==> config.mk <==
export PLATFORM = sky130hd
export DESIGN_NAME = serial_full_adder
export DESIGN_NICKNAME = d
export VERILOG_FILES = /design/src/rtl/serial_full_adder.sv
export SDC_FILE = /design/constraint.sdc
export NUM_CORES = 1
export LEC_CHECK = 0
export CORE_UTILIZATION = 44
export DETAILED_ROUTE_END_ITERATION = 6
export PLACE_DENSITY_LB_ADDON = 0.3
export SLEW_MARGIN = 10
export SYNTH_ARGS = -nofsm -noshare
export SYNTH_HDL_FRONTEND = slang
export SYNTH_SLANG_ARGS = --single-unit
==> constraint.sdc <==
create_clock -name clk -period 1.2 [get_ports clk]
set_input_delay 0.24 -clock clk [delete_from_list [all_inputs] [get_ports clk]]
set_output_delay 0.24 -clock clk [all_outputs]
set_load 0.005 [all_outputs]
==> src/rtl/serial_full_adder.sv <==
// Serial (bit-per-cycle) full adder.
// Adds two WIDTH-bit operands plus a carry-in, LSB first, one full-adder
// step per clock. A result takes WIDTH RUN cycles and is flagged by a single
// done pulse in the DONE state; a new start may be accepted in IDLE or DONE.
module serial_full_adder #(
  parameter int WIDTH = 8
) (
  input  logic             clk,
  input  logic             rst_n,
  input  logic             start,
  input  logic [WIDTH-1:0] A,
  input  logic [WIDTH-1:0] B,
  input  logic             cin,
  output logic             busy,
  output logic             done,
  output logic [WIDTH-1:0] S,
  output logic             cout,
  output logic             s_bit,
  output logic             s_valid
);

  typedef enum logic [1:0] {IDLE, RUN, DONE} state_t;

  // Counter only has to reach WIDTH-1; WIDTH >= 2 keeps CNT_W >= 1.
  localparam int              CNT_W = $clog2(WIDTH);
  localparam logic [CNT_W-1:0] LAST  = CNT_W'(WIDTH - 1);

  state_t             state, next_state;
  logic [WIDTH-1:0]   a_sh, b_sh, s_acc;
  logic [CNT_W-1:0]   cnt;
  logic               carry, cout_r;
  logic               accept, last_step, sum, c_next;

  function automatic logic fa_sum(input logic a, input logic b, input logic c);
    return a ^ b ^ c;
  endfunction

  function automatic logic fa_carry(input logic a, input logic b, input logic c);
    return (a & b) | (a & c) | (b & c);
  endfunction

  // A start is honoured only while not busy; requests during RUN are dropped.
  assign accept    = start && (state != RUN);
  assign last_step = (state == RUN) && (cnt == LAST);
  assign sum       = fa_sum(a_sh[0], b_sh[0], carry);
  assign c_next    = fa_carry(a_sh[0], b_sh[0], carry);

  // State register.
  always_ff @(posedge clk or negedge rst_n) begin
    if (!rst_n) state <= IDLE;
    else        state <= next_state;
  end

  // Next-state logic: IDLE/DONE jump to RUN on start, RUN ends after WIDTH steps.
  always_comb begin
    next_state = state;
    case (state)
      IDLE:    if (start) next_state = RUN;
      RUN:     if (last_step) next_state = DONE;
      DONE:    next_state = start ? RUN : IDLE;
      default: next_state = IDLE;
    endcase
  end

  // Operand shifters, carry flop, step counter and sum accumulator.
  always_ff @(posedge clk or negedge rst_n) begin
    if (!rst_n) begin
      a_sh   <= '0;
      b_sh   <= '0;
      s_acc  <= '0;
      cnt    <= '0;
      carry  <= 1'b0;
      cout_r <= 1'b0;
    end else if (accept) begin
      a_sh   <= A;
      b_sh   <= B;
      s_acc  <= '0;
      cnt    <= '0;
      carry  <= cin;
    end else if (state == RUN) begin
      a_sh   <= a_sh >> 1;
      b_sh   <= b_sh >> 1;
      // Sum bits enter at the MSB so the first (LSB) bit ends up in bit 0.
      s_acc  <= {sum, s_acc[WIDTH-1:1]};
      carry  <= c_next;
      cnt    <= cnt + CNT_W'(1);
      // cout is only updated with the final carry so it holds between results.
      if (last_step) cout_r <= c_next;
    end
  end

  assign busy    = (state == RUN);
  assign done    = (state == DONE);
  assign s_valid = busy;
  assign s_bit   = busy & sum;
  assign S       = s_acc;
  assign cout    = cout_r;

endmodule

Word level (Yosys, flattened, before mapping)
Cells that the tools add are included.
{ "classes": {"n_addsub": 1, "eq_ne": 6, "mux": 14, "bitwise_logic": 9, "reduce_logical": 6} }
{ "op_table": {"columns": ["cell", "n"], "rows": [
  ["$mux 8", 6],
  ["$mux 3", 2],
  ["$pmux 2 s3", 1],
  ["$and 1x1->1", 4],
  ["$mux 2", 2],
  ["$ne 2x1->1 const B", 2],
  ["$add 3x1->3 const B", 1],
  ["$eq 3x3->1 const B", 1],
  ["$mux 1", 3],
  ["$reduce_and 3->1", 1],
  ["$eq 2x1->1 const B", 1],
  ["$eq 2x2->1 const B", 1],
  ["$logic_and 1x1->1", 2],
  ["$logic_not 2->1", 1],
  ["$ne 2x2->1 const B", 1],
  ["$or 1x1->1", 2],
  ["$reduce_and 2->1", 1],
  ["$reduce_bool 2->1", 1],
  ["$xor 1x1->1", 2],
  ["$not 1->1", 1]
]} }
{ "word_totals": {"ff_bits": 31, "wordCells": 43} }

Depth between registers and ports, before layout
{ "logic_depth": {"ltp_word": 5, "mapped_depth": 5} }

Least setup slack after synthesis
OpenSTA, ideal clock, no wires.
{ "synth_timing": {"path_type": "flip-flop to flip-flop", "start": "register a_sh[0]", "end": "register s_acc[7] (netlist: S[7])", "arrival_time_ns": 1.148, "required_ns": 1.080, "path_slack_ns": -0.069, "path_stages_with_launch": 5, "synth_period_minus_slack_ns": 1.269, "cell_sequence": "dfrtp_1 -> inv_1 -> fa_1 -> nor2_1 -> a31o_2"} }
{ "synth_via": {"elab_chain_len": 4} }
{ "synth_rtl": {"columns": ["item", "line", "source"], "rows": [
  ["from (decl)", "29", "logic [WIDTH-1:0] a_sh, b_sh, s_acc;"],
  ["from (signal assigned)", "81", "a_sh <= a_sh >> 1;"],
  ["$xor 1x1->1 (2 in a row)", "35", "return a ^ b ^ c;"],
  ["$mux 8", "80", "end else if (state == RUN) begin"],
  ["$mux 8", "74", "end else if (accept) begin"],
  ["to (signal assigned)", "84", "s_acc <= {sum, s_acc[WIDTH-1:1]};"],
  ["to (decl)", "29", null]
]} }
No other way between the ends. The select of a mux whose other input is x is not followed.
A chain may end at the register's enable or synchronous reset.

Worst setup path after layout
{ "layout_timing": {"start": "register a_sh[0]", "end": "output port s_bit"} }
{ "layout_via": {"elab_chain_len": 3} }
{ "layout_rtl": {"columns": ["item", "line", "source"], "rows": [
  ["$xor 1x1->1 (2 in a row)", "35", null],
  ["$and 1x1->1", "95", "assign s_bit = busy & sum;"],
  ["to (decl)", "18", "output logic s_bit,"]
]} }
No other way between the ends.

==> impl_metrics.toml <==
[status]
status = "finished, violations left"
violations = "negative setup slack"

[critical_path]
worstPathArrival_ns = 1.51
critPathRequiredTime_ns = 0.96
path_max_fanout = 2
reg2reg_to = "b_sh[2]"
crit_path_start_kind = "flip-flop"
criticalPathCategory = "flip-flop to primary output"
reg2reg_slack_ns = -0.25
r2r_cells = 9
timing.rr.start = "state[0]"
crit_path_end_kind = "primary output"

[routing]
drtIter0Drc = 84
met3_length_um = 195
routed_via_density = 5.18
met1_length_mm = 1.82
highest_layer = "met4"
vias = 1248
wl_mm = 4.43
first_pass_iters = 4
ant_nets = 0
drc = 0
wl_met2_mm = 2.31
post_drt_wl_per_cell_um = 18.4

[power_and_ir_drop]
swShare_pct = 38.5
power_density_mw_per_mm2 = 2800
vdd_drop_max_mv = 1.30
p_seq_share_pct = 27.1
netSwitchingPower_mw = 2.67
p_total_mw = 6.92
p_leak_nw = 1.22
p_int_mw = 4.25
clock_power_share_pct = 12.8
combPwrFrac_pct = 60.1

[clock_network]
cts_tree = "yes"
max-clock-path-buffers = 2
htreeDepth = 2
clock_latency_ns = 0.35
clkTransAtPathRegs_ns = 0.11
numCtsBuffers = 5
cts_root_buffer = "clkbuf_4"
cts_sinks = 31

[synthesis]
synth_ff_type = "dfrtp_1"
synth_cells = 135
yosysWarningCount = 0
netlist_area_mm2 = 0.00148
synth_cell_type_count = 24
avgSynthCellArea_um2 = 10.9
synthArstFlopShare_pct = 100
synth_edf_count = 0
seq_area_frac_synth_pct = 52.5
synth-seq-cells = 31
synth_nets = 158

[timing]
setup_ws_ns = -0.546
fin_skew_ns = 0.0183
hold_ws_ns = 0.235
tightest_slew_ns = 0.265
layout_min_cycle_time_ns = 1.75
period_share_pct = 145
final.setup.tns_ns = -6.54
setup_viol = 32
grt_setup_unrepaired = "yes"
hold_viol = 0
clock.fmax_ghz = 0.573
slew-limit-headroom_pct = 81.9
slew_violations = 0

[placement]
portBuffers = 32
dp.final_hpwl_mm = 1.92
place_area_mm2 = 0.00185
gp_congestion = 0.692

[min_path]
min_path_type = "input pin to asynchronous set/reset pin"

[floorplan]
fp-row-count = 20
num_io_pins = 33
die_x_um = 59.9
dieHeight_um = 59.9
design.die.area_mm2 = 0.00359
core_area_mm2 = 0.00313
initial_core_util_pct = 47.2

[finish]
nets = 219
final_area_mm2 = 0.00247
area_growth_pct = 67.5
diodes = 0
drive_gt1_share_pct = 55.3
n_fill_cell = 188

[grt]
grt_max_degree = 32
overflow = 0
grt_pass1_wl_mm = 5.75
grt_pass1_vias = 1216
antenna_found_initial = 0
grt_usage_pct = 23.3

[flow_run]
maxCapViolations = 0
worst max path at each step:
stage,from,end,depth (start not counted),slack [ns]
finish,a_sh[0],s_bit,4,-0.55
detailed placement,b_sh[0],s_bit,4,-0.59
CTS,a_sh[0],s_bit,4,-0.54
global placement,a_sh[0],s_bit,4,-0.55
floorplan,a_sh[0],S[7],4,-0.07
global route,a_sh[0],s_bit,4,-0.62
cell usage after synthesis (2+ instances only):
master / number / area, µm²
o21ai_1: 14 / 70.1
ha_1: 2 / 25.0
nand2_1: 33 / 124
mux2i_1: 16 / 160
buf_4: 2 / 15.0
buf_6: 6 / 67.6
dfrtp_1: 31 / 776
nor2_1: 3 / 11.3
o21ai_0: 2 / 10.0
o21ai_2: 9 / 78.8
inv_1: 4 / 15.0
layout by cell type, fill, tap and decap left out, types with 2 or more instances in the layout:
cell and n:
nand2_2 3, clkdlybuf4s50_1 19, inv_2 3, buf_12 6, buf_16 4, nor2_4 2
nand2_4 21, dfrtp_1 31, o21ai_2 20, o21ai_1 4, buf_2 5, clkbuf_4 5
clkbuf_2 6, clkbuf_16 2, inv_1 2, buf_6 4, mux2i_1 16, buf_4 17
nand2_1 10
layer usage:
layer	global-route usage [%]	vias to the layer above
met2	37.6	37
met5	0	-
met1	26.8	623
met4	11.6	0
met3	9.09	11
li1	-	577
layout make-up:
cell class                      instances  area (µm²)  share of cell area (%)
Inverter                                6        30.0                    1.21
Sequential cell                        31         776                    31.4
Clock buffer                            6        51.3                    2.07
Clock inverter                          2        35.0                    1.42
Tap cell                               44        55.1                    2.23
Timing Repair Buffer                   63         698                    28.2
Multi-Input combinational cell         89         828                    33.5
metrics by stage:
| stage | instances | utilization [%] | setup WS, ns |
|---|---|---|---|
| after floorplan | 135 | - | -0.0685 |
| after global placement | 211 | 59.3 | -0.550 |
| after detailed placement | 211 | 59.3 | -0.587 |
| after CTS | 235 | 70.6 | -0.544 |
| after global routing | 241 | 79.1 | -0.617 |
| final | 241 | 79.1 | -0.546 |
worst max-delay path, stage by stage, from the launching register on:
cell and delay (ns):
dfrtp_1 0.38, inv_2 0.05, fa_2 0.56, nor2_2 0.04, buf_2 0.12
registers in the layout, indices dropped and copies added (netlist names):
| name | flops |
|---|---|
| a_sh | 8 |
| state | 2 |
| carry | 1 |
| cnt | 3 |
| b_sh | 8 |
| S | 8 |
| cout | 1 |
cell families after synthesis:
| kind of cell | Yosys count | synth area share, % |
|---|---|---|
| AO/OA/AOI/OAI | 29 | 13.1 |
| AND/OR/NAND/NOR | 41 | 11.9 |
| buffers and inverters | 15 | 8.64 |
| multiplexers | 16 | 10.8 |
| adder cells (fa/ha/maj) | 3 | 3.05 |
| flip-flops | 31 | 52.5 |
power by group through the flow:
| stage | Clock [mW] | Sequential [mW] | Combinational (mW) |
|---|---|---|---|
| 3_5_place_dp | 0 | 1.77 | 2.01 |
| 4_1_cts | 0.883 | 1.73 | 3.07 |
| 5_1_grt | 0.954 | 1.92 | 4.40 |
| 3_3_place_gp | 0 | 1.74 | 1.95 |
| 2_1_floorplan | 0 | 1.73 | 1.26 |
| 6_report | 0.889 | 1.87 | 4.16 |
timing repair:
action	4_1_cts	5_1_grt
gates resized for setup	73	63
gates cloned	3	3
pin swaps	12	21
setup buffers	13	4
setup endpoints to repair	21	40
hold buffers	0	0
No activity file was read; power rests on OpenSTA's default activity.
